<file path="src/rtl/elastic_config_loader_pkg.sv">
// Shared types and constants for the elastic PE configuration loader.
// Holds the ElasticConfigData layout, context/operand widths and FSM state codes.
// No logic here; every other file imports this package.
package elastic_config_loader_pkg;

    localparam int CONTEXT_SIZE_BIT_LENGTH = 4;
    localparam int NEIGHBOR_PE_NUM         = 4;
    localparam int NEIGHBOR_ID_WIDTH       = $clog2(NEIGHBOR_PE_NUM);
    localparam int OPERATION_BIT_LENGTH    = 4;
    localparam int DATA_WIDTH              = 16;

    // Per-PE configuration payload broadcast to every ElasticPE.
    typedef struct packed {
        logic [NEIGHBOR_ID_WIDTH-1:0]    input_pe_index_1;
        logic [NEIGHBOR_ID_WIDTH-1:0]    input_pe_index_2;
        logic [NEIGHBOR_ID_WIDTH-1:0]    output_pe_index;
        logic [OPERATION_BIT_LENGTH-1:0] op;
        logic [DATA_WIDTH-1:0]           const_data;
    } ElasticConfigData;

    // cfg_data minus the pe_id field: {context_index, config fields, last}
    localparam int CFG_DATA_BASE_WIDTH = CONTEXT_SIZE_BIT_LENGTH + $bits(ElasticConfigData) + 1;

    // Loader FSM state codes
    localparam logic [1:0] ST_IDLE  = 2'd0;
    localparam logic [1:0] ST_LOAD  = 2'd1;
    localparam logic [1:0] ST_START = 2'd2;
    localparam logic [1:0] ST_RUN   = 2'd3;

endpackage

</file>
<file path="src/rtl/elastic_config_loader_if.sv">
// Configuration word stream into the loader: {pe_id, context_index, fields, last}.
// Latency: none, wires only.
// Backpressure: cfg_stop_input high means the receiver will not take the word.
interface elastic_config_loader_if
    import elastic_config_loader_pkg::*;
#(
    parameter int PE_ID_WIDTH = 4
);

    logic [PE_ID_WIDTH+CFG_DATA_BASE_WIDTH-1:0] cfg_data;
    logic                                       cfg_valid_input;
    logic                                       cfg_stop_input;

    modport master (
        output cfg_data,
        output cfg_valid_input,
        input  cfg_stop_input
    );

    modport slave (
        input  cfg_data,
        input  cfg_valid_input,
        output cfg_stop_input
    );

endinterface

</file>
<file path="src/rtl/elastic_config_loader.sv">
// Streams configuration words into ElasticPEs, then pulses start_exec (optional counter: ELASTIC_CONFIG_LOADER_COUNT_EN).
// Latency: accepted word -> one-hot strobe + broadcast fields 1 cycle later; start_exec 1 cycle after last strobe.
// Backpressure: cfg_stop_input low only in LOAD; one word per cycle accepted there, never stalls mid-load.
module elastic_config_loader
    import elastic_config_loader_pkg::*;
#(
    parameter int PE_NUM      = 16,
    parameter int PE_ID_WIDTH = 4
) (
    input  logic                               clk,
    input  logic                               reset_n,
    input  logic                               load_request,
    input  logic                               abort,
    elastic_config_loader_if.slave             cfg,
    output logic [PE_NUM-1:0]                  write_config_data,
    output logic [CONTEXT_SIZE_BIT_LENGTH-1:0] config_index,
    output logic [NEIGHBOR_ID_WIDTH-1:0]       config_input_PE_index_1,
    output logic [NEIGHBOR_ID_WIDTH-1:0]       config_input_PE_index_2,
    output logic [NEIGHBOR_ID_WIDTH-1:0]       config_output_PE_index,
    output logic [OPERATION_BIT_LENGTH-1:0]    config_op,
    output logic [DATA_WIDTH-1:0]              config_const_data,
    output logic                               start_exec,
    output logic [CONTEXT_SIZE_BIT_LENGTH-1:0] mapping_context_max_id,
    output logic                               busy,
    output logic                               error
`ifdef ELASTIC_CONFIG_LOADER_COUNT_EN
    ,
    output logic [15:0]                        cfg_word_count
`endif
);

    logic [1:0]                         state;
    logic [1:0]                         state_nxt;
    logic [PE_ID_WIDTH-1:0]             word_pe_id;
    logic [CONTEXT_SIZE_BIT_LENGTH-1:0] word_ctx;
    ElasticConfigData                   word_fields;
    logic                               word_last;
    logic [PE_NUM-1:0]                  pe_onehot;
    logic                               pe_valid;
    logic                               take;
    logic                               enter_load;

    assign {word_pe_id, word_ctx, word_fields, word_last} = cfg.cfg_data;

    assign cfg.cfg_stop_input = (state != ST_LOAD);
    assign busy               = (state == ST_LOAD) || (state == ST_START);

    // An abort in the acceptance cycle discards the word entirely.
    assign take       = (state == ST_LOAD) && cfg.cfg_valid_input && !abort;
    assign enter_load = !abort && load_request && ((state == ST_IDLE) || (state == ST_RUN));

    // Decode pe_id to a one-hot strobe; out-of-range ids decode to all zeros.
    always_comb begin
        pe_onehot = '0;
        for (int i = 0; i < PE_NUM; i++) begin
            if (word_pe_id == PE_ID_WIDTH'(i)) begin
                pe_onehot[i] = 1'b1;
            end
        end
    end

    assign pe_valid = |pe_onehot;

    // Next-state logic; abort overrides everything, load_request ignored in LOAD/START.
    always_comb begin
        state_nxt = state;
        if (abort) begin
            state_nxt = ST_IDLE;
        end else begin
            case (state)
                ST_IDLE, ST_RUN: if (load_request) state_nxt = ST_LOAD;
                ST_LOAD:         if (take && word_last) state_nxt = ST_START;
                ST_START:        state_nxt = ST_RUN;
                default:         state_nxt = ST_IDLE;
            endcase
        end
    end

    // State register plus one-cycle strobe and start pulse.
    always_ff @(posedge clk) begin
        if (!reset_n) begin
            state             <= ST_IDLE;
            write_config_data <= '0;
            start_exec        <= 1'b0;
        end else begin
            state             <= state_nxt;
            write_config_data <= take ? pe_onehot : '0;
            start_exec        <= (state == ST_START) && !abort;
        end
    end

    // Broadcast fields follow the most recently accepted word.
    always_ff @(posedge clk) begin
        if (!reset_n) begin
            config_index            <= '0;
            config_input_PE_index_1 <= '0;
            config_input_PE_index_2 <= '0;
            config_output_PE_index  <= '0;
            config_op               <= '0;
            config_const_data       <= '0;
        end else if (take) begin
            config_index            <= word_ctx;
            config_input_PE_index_1 <= word_fields.input_pe_index_1;
            config_input_PE_index_2 <= word_fields.input_pe_index_2;
            config_output_PE_index  <= word_fields.output_pe_index;
            config_op               <= word_fields.op;
            config_const_data       <= word_fields.const_data;
        end
    end

    // Sticky error and max context id; both restart on every entry into LOAD, reconfiguration included.
    always_ff @(posedge clk) begin
        if (!reset_n) begin
            error                  <= 1'b0;
            mapping_context_max_id <= '0;
        end else if (enter_load) begin
            error                  <= 1'b0;
            mapping_context_max_id <= '0;
        end else if (take) begin
            if (!pe_valid) begin
                error <= 1'b1;
            end else if (word_ctx > mapping_context_max_id) begin
                mapping_context_max_id <= word_ctx;
            end
        end
    end

`ifdef ELASTIC_CONFIG_LOADER_COUNT_EN
    // Saturating count of strobes issued since the most recent entry into LOAD.
    always_ff @(posedge clk) begin
        if (!reset_n) begin
            cfg_word_count <= '0;
        end else if (enter_load) begin
            cfg_word_count <= '0;
        end else if ((|write_config_data) && (cfg_word_count != 16'hFFFF)) begin
            cfg_word_count <= cfg_word_count + 16'd1;
        end
    end
`endif

endmodule

</file>
<file path="src/flat_wrapper.sv">
// flat-port wrapper written by rule: the top's interface ports become plain ports
module elastic_config_loader_flat import elastic_config_loader_pkg::*;
#(
    parameter int PE_NUM      = 16,
    parameter int PE_ID_WIDTH = 4
)
  (clk, reset_n, load_request, abort, write_config_data, config_index, config_input_PE_index_1, config_input_PE_index_2, config_output_PE_index, config_op, config_const_data, start_exec, mapping_context_max_id, busy, error, cfg_cfg_data, cfg_cfg_valid_input, cfg_cfg_stop_input);
  elastic_config_loader_if #(.PE_ID_WIDTH(PE_ID_WIDTH)) cfg_i ();
  input  logic clk;
  input  logic reset_n;
  input  logic load_request;
  input  logic abort;
  output logic [PE_NUM-1:0] write_config_data;
  output logic [CONTEXT_SIZE_BIT_LENGTH-1:0] config_index;
  output logic [NEIGHBOR_ID_WIDTH-1:0] config_input_PE_index_1;
  output logic [NEIGHBOR_ID_WIDTH-1:0] config_input_PE_index_2;
  output logic [NEIGHBOR_ID_WIDTH-1:0] config_output_PE_index;
  output logic [OPERATION_BIT_LENGTH-1:0] config_op;
  output logic [DATA_WIDTH-1:0] config_const_data;
  output logic start_exec;
  output logic [CONTEXT_SIZE_BIT_LENGTH-1:0] mapping_context_max_id;
  output logic busy;
  output logic error;
  input wire logic [$bits(cfg_i.cfg_data)-1:0] cfg_cfg_data;
  input wire logic [$bits(cfg_i.cfg_valid_input)-1:0] cfg_cfg_valid_input;
  output wire logic [$bits(cfg_i.cfg_stop_input)-1:0] cfg_cfg_stop_input;
  assign cfg_i.cfg_data = cfg_cfg_data;
  assign cfg_i.cfg_valid_input = cfg_cfg_valid_input;
  assign cfg_cfg_stop_input = cfg_i.cfg_stop_input;
  elastic_config_loader #(.PE_NUM(PE_NUM), .PE_ID_WIDTH(PE_ID_WIDTH)) u_core (.clk(clk), .reset_n(reset_n), .load_request(load_request), .abort(abort), .cfg(cfg_i), .write_config_data(write_config_data), .config_index(config_index), .config_input_PE_index_1(config_input_PE_index_1), .config_input_PE_index_2(config_input_PE_index_2), .config_output_PE_index(config_output_PE_index), .config_op(config_op), .config_const_data(config_const_data), .start_exec(start_exec), .mapping_context_max_id(mapping_context_max_id), .busy(busy), .error(error));
endmodule
</file>
<file path="config.mk">
export PLATFORM = sky130hd
export DESIGN_NAME = elastic_config_loader_flat
export DESIGN_NICKNAME = d
export VERILOG_FILES = /design/src/rtl/elastic_config_loader_pkg.sv /design/src/rtl/elastic_config_loader_if.sv /design/src/rtl/elastic_config_loader.sv /design/src/flat_wrapper.sv
export SDC_FILE = /design/constraint.sdc
export NUM_CORES = 1
export LEC_CHECK = 0
export BUFFER_PORTS_ARGS = -buffer_cell sky130_fd_sc_hd__buf_2
export CORE_UTILIZATION = 47
export DETAILED_ROUTE_END_ITERATION = 8
export HOLD_SLACK_MARGIN = 0.12
export PLACE_DENSITY = 0.81
export SETUP_SLACK_MARGIN = 0.4
export SLEW_MARGIN = 30
export SYNTH_ARGS = -nofsm -noshare
export SYNTH_HDL_FRONTEND = slang
export SYNTH_SLANG_ARGS = --single-unit
</file>
<file path="constraint.sdc">
create_clock -name clk -period 2.35 [get_ports clk]
set_input_delay 0.1175 -clock clk [delete_from_list [all_inputs] [get_ports clk]]
set_output_delay 0.1175 -clock clk [all_outputs]
set_load 0.05 [all_outputs]
</file>
### Word-level counts from Yosys, hierarchy flattened

Cells that the tools add are included.

| word-level totals | value |
|---|---|
| register bits | 54 |
| output and inout port bits | 54 |

| operators by class | value |
|---|---|
| magnitude comparators | 1 |
| equal/unequal tests | 21 |
| muxes and demuxes | 19 |
| bitwise gates (word level) | 2 |
| reductions and logical operators | 19 |

Operators with widths:

| operator | count |
|---|---|
| equality test 4 bit, second input constant | 8 |
| equality test 4 x 3 -> 1 bit, second input constant | 4 |
| two-way mux 1 bit | 16 |
| OR reduction 16 bit | 1 |
| equality test 4 x 2 -> 1 bit, second input constant | 2 |
| logical AND 1 bit | 6 |
| case mux 2 bit (3 select lines) | 1 |
| AND reduction 2 bit | 3 |
| OR reduction 2 bit | 3 |
| equality test 2 bit, second input constant | 2 |
| equality test 4 x 1 -> 1 bit, second input constant | 1 |
| greater-than comparator 4 bit | 1 |
| logical NOT 4 bit | 1 |
| two-way mux 2 bit | 2 |
| inequality test 2 bit, second input constant | 2 |
| AND reduction 3 bit | 1 |
| equality test 2 x 1 -> 1 bit, second input constant | 1 |
| logical NOT 2 bit | 1 |
| logical OR 1 bit | 2 |
| inequality test 2 x 1 -> 1 bit, second input constant | 1 |
| NOT 1 bit | 2 |
| logical NOT 1 bit | 1 |

### Logic depth before layout (Yosys ltp)

| logic depth | value |
|---|---|
| depth in word-level cells | 6 |
| depth in mapped cells | 7 |
| depth with buffers taken out | 6 |

### Worst setup path after synthesis

OpenSTA, ideal clock, no wires.

| timing path | value |
|---|---|
| path type | register to register |
| start | register u_core.mapping_context_max_id[1] |
| end | register u_core.mapping_context_max_id[0] |
| setup time | 124 ps |
| arrival | 1588 ps |
| data required time | 2226 ps |
| slack | 639 ps |
| cell stages (with the launch flop) | 7 |
| buffers on the path | 0 |
| clock period less this slack | 1711 ps |
| cells stage by stage | dfxtp_1 inv_1 ha_1 nor2b_1 o211ai_1 a21oi_4 mux2i_1 |

| on the way | value |
|---|---|
| cells in the longest elaborated chain, start to end | 2 |

Ends and longest elaborated chain:

| what | line | RTL |
|---|---|---|
| from (decl) | elastic_config_loader.sv:23 | `output logic [CONTEXT_SIZE_BIT_LENGTH-1:0] mapping_context_max_id,` |
| from (signal assigned) | elastic_config_loader.sv:123 | `mapping_context_max_id <= word_ctx;` |
| greater-than comparator 4 bit | elastic_config_loader.sv:122 | `end else if (word_ctx > mapping_context_max_id) begin` |
| AND reduction 3 bit (no line) | - |  |

Every way passes these cells.
A chain may end at the register's enable or synchronous reset.

### Final worst setup path

| timing path | value |
|---|---|
| start | input port cfg_cfg_data[28] |
| end | register u_core.mapping_context_max_id[0] |

| on the way | value |
|---|---|
| cells in the longest elaborated chain, start to end | 2 |

Ends and longest elaborated chain:

| what | line | RTL |
|---|---|---|
| from (decl) | flat_wrapper.sv:24 | `input wire logic [$bits(cfg_i.cfg_data)-1:0] cfg_cfg_data;` |
| greater-than comparator 4 bit | elastic_config_loader.sv:122 |  |
| AND reduction 3 bit (no line) | - |  |

Every way passes these cells.

==> results.sh <==
export IMPL_grt_total_usage_pct=22.8
export IMPL_cp_top_family="buffers and inverters"
export IMPL_drt_initial_drc_count=140
export IMPL_max_clock_freq_mhz=629
export IMPL_cp_max_fo=4
export IMPL_crit_arrival_ns=1.82
export IMPL_ys_warn_count=0
export IMPL_final_cell_count_no_fill=402
export IMPL_worst_path_max_delay_cell="dlygate4sd3_1"
export IMPL_num_vias=1913
export IMPL_antenna_found_initial=0
export IMPL_totalPowerFinal_mw=1.62
export IMPL_slew_limit_headroom_pct=78.9
export IMPL_yosysSeqAreaShare_pct=53.5
export IMPL_postSynth_asyncResetShare_pct=0
export IMPL_drt_total_wl_um=4850
export IMPL_ys_seq_elements=54
export IMPL_viasPerCell=4.76
export IMPL_cts_tree="done"
export IMPL_worst_hold_path_type="in2reg"
export IMPL_synth_edf_count=0
export IMPL_setup_tns_ns=0
export IMPL_cts_root_buf="clkbuf_8"
export IMPL_rsz0062_at_grt="false"
export IMPL_drc_errors=0
export IMPL_syn_nets=273
export IMPL_io_pins=94
export IMPL_final_setup_viol_count=0
export IMPL_grt_pass1_vias=1801
export IMPL_pwr_density_cell_nw_per_um2=552
export IMPL_grt_ovfl_total=0
export IMPL_ys_flop_type="dfxtp_1"
export IMPL_synth_cell_types=29
export IMPL_firstDrtPassIters=4
export IMPL_leakage_nw=1.35
export IMPL_wire_per_inst_um=12.1
export IMPL_max_cap_violations=0
export IMPL_synth_top_area_share_pct=53.5
export IMPL_netlist_top_cells_area="dfxtp_1 (54%), nand2_1 (13%), a21boi_1 (11%)"
export IMPL_timing_hold_ws_ns=0.159
export IMPL_synth_top_area_cell="dfxtp_1"
export IMPL_layout_min_cycle_time_ns=1.59
export IMPL_path_cells="dlygate4sd3_1, buf_2, ha_1, nor2b_1, o211ai_1, a21oi_4, mux2i_1"
export IMPL_worstSetupPathType="in2reg"
export IMPL_end_kind="flip-flop"
export IMPL_synthesis_area_um2=2020
export IMPL_cp_slowest_stage_delay_ns=0.55
export IMPL_dp_hpwl_um=3150
export IMPL_die_height_um=67.6
export IMPL_fillers=333
export IMPL_ctsHtreeMaxLevel=2
export IMPL_skew_ns=0.00411
export IMPL_grt_pass1_wl_um=7700
export IMPL_r2r_start="u_core.state[0]$_SDFFE_PP0P_"
export IMPL_clkTransAtPathRegs_ns=0.09
export IMPL_dp_cells=362
export IMPL_clkLatencyLatePin_ns=0.30
export IMPL_n_antenna_cell=0
export IMPL_post_route_period_util_pct=67.6
export IMPL_cts_buffers=5
export IMPL_netlist_instances=227
export IMPL_dieArea_um2=4560
export IMPL_hold_viol_final=0
export IMPL_routabilityCongestion=0.839
export IMPL_crit_path_start="cfg_cfg_data[28]"
export IMPL_drive_gt1_share_pct=31.5
export IMPL_cts_resized=0
export IMPL_cts_buffer_depth=2
export IMPL_path_buf_inv=2
export IMPL_core_um2=4060
export IMPL_worstSetupStartpointType="input port"
export IMPL_initial_core_util_pct=49.8
export IMPL_fin_nets=398
export IMPL_ir_drop_v=0.000278
export IMPL_min_delay_start="cfg_cfg_data[34]"
export IMPL_outcome="finished clean"
export IMPL_post_place_ws_ns=0.819
export IMPL_drv_slew=0
export IMPL_final_cell_mix="buf_2 (93), nand2_1 (71), dfxtp_1 (54)"
export IMPL_tightest_slew_ns=0.317
export IMPL_cts_sinks=54
export IMPL_areaGrowthSynthToFinish_pct=45.4
export IMPL_setup_ws_ns=0.761
export IMPL_die_w_um=67.6
export IMPL_required_ns=2.58
export IMPL_portBuffers=93
export IMPL_ant_nets=0
export IMPL_final_common_cell="buf_2"
export IMPL_grt_max_degree=31
export IMPL_num_rows=23
export IMPL_avgSynthCellArea_um2=8.90
-- sequential cells by signal (all words and copies together), names as in the netlist --
signal                          flops
u_core.config_index                 4
u_core.config_op                    4
u_core.config_input_PE_index_2      2
u_core.config_output_PE_index       2
u_core.mapping_context_max_id       4
u_core.state                        2
u_core.error                        1
u_core.write_config_data           16
u_core.config_input_PE_index_1      2
u_core.config_const_data           16
u_core.start_exec                   1
-- final cells by class --
| cell class | count | area, um^2 | share of cell area (%) |
|---|---|---|---|
| clock buffer | 5 | 68.8 | 2.34 |
| clock inverter | 2 | 10.0 | 0.341 |
| inverter | 10 | 37.5 | 1.28 |
| multi-input combinational | 151 | 850 | 28.9 |
| sequential | 54 | 1080 | 36.8 |
| tap | 50 | 62.6 | 2.13 |
| timing repair buffer | 130 | 826 | 28.1 |
-- logic make-up after synthesis --
family                     Yosys count  share of synthesized area (%)
AOI/OAI and AO/OA                   40                           14.6
and+or+nand+nor                    101                           21.8
adders and majority gates            6                           3.72
muxes                                4                           1.98
DFF                                 54                           53.5
buffers and inverters               22                           4.40
-- metal layers --
layer / wire, um / vias to the layer above / global-route usage (%)
li1: - / 980 / -
met1: 2050 / 843 / 26.0
met2: 2350 / 79 / 40.0
met3: 328 / 11 / 5.41
met4: 114 / 0 / 9.57
met5: 0 / - / 0
-- worst register-to-register path: cells and delay by family (launching register included) --
| family | cells | cell delay, ns |
|---|---|---|
| buffers and inverters | 1 | 0.17 |
| AO/OA/AOI/OAI | 1 | 0.20 |
| adder cells (fa/ha/maj) | 1 | 0.23 |
| AND/OR/NAND/NOR | 2 | 0.29 |
| flip-flops | 1 | 0.36 |
| multiplexers | 1 | 0.21 |
-- repair_timing --
item / in CTS / in global routing
buffers inserted: 0 / 0
hold buffers: 33 / 0
hold endpoints to repair: 40 / 0
endpoints found under the setup margin: 0 / 0
-- cells in the mapped netlist (2+ instances only) --
library cell  instances
dfxtp_1              54
nor2_1               13
buf_2                 5
ha_1                  6
nand4b_1              2
a21oi_1               3
inv_1                 7
nand2b_1              2
o21ai_0               2
nand2_1              71
inv_2                 3
nand4_1               2
a21boi_1             30
clkbuf_1              7
nor3_1                3
mux2i_1               4
-- worst paths after layout --
kind | end | slack [ns] | cells past startpoint
min reg2reg | u_core.config_const_data[2]$_SDFFE_PN0N_ | 0.45 | 2
max reg2reg | u_core.mapping_context_max_id[0]$_SDFFE_PP0P_ | 0.82 | 6
max | u_core.mapping_context_max_id[0]$_SDFFE_PP0P_ | 0.76 | 7
min | u_core.write_config_data[0]$_SDFF_PN0_ | 0.16 | 3
-- stage by stage --
| step | util (%) | area, um^2 |
|---|---|---|
| floorplan | - | 2020 |
| global placement | 62.3 | 2530 |
| detailed placement | 62.3 | 2530 |
| CTS | 72.3 | 2940 |
| global route | 72.3 | 2940 |
| finish | 72.3 | 2940 |
-- where the power goes --
group          switching [mW]  internal, mW  leakage (nW)
sequential            0.00568         0.925         0.436
clock                   0.276         0.201        0.0438
combinational           0.116        0.0966         0.871
Note: power is estimated with default switching activity, not from simulation.
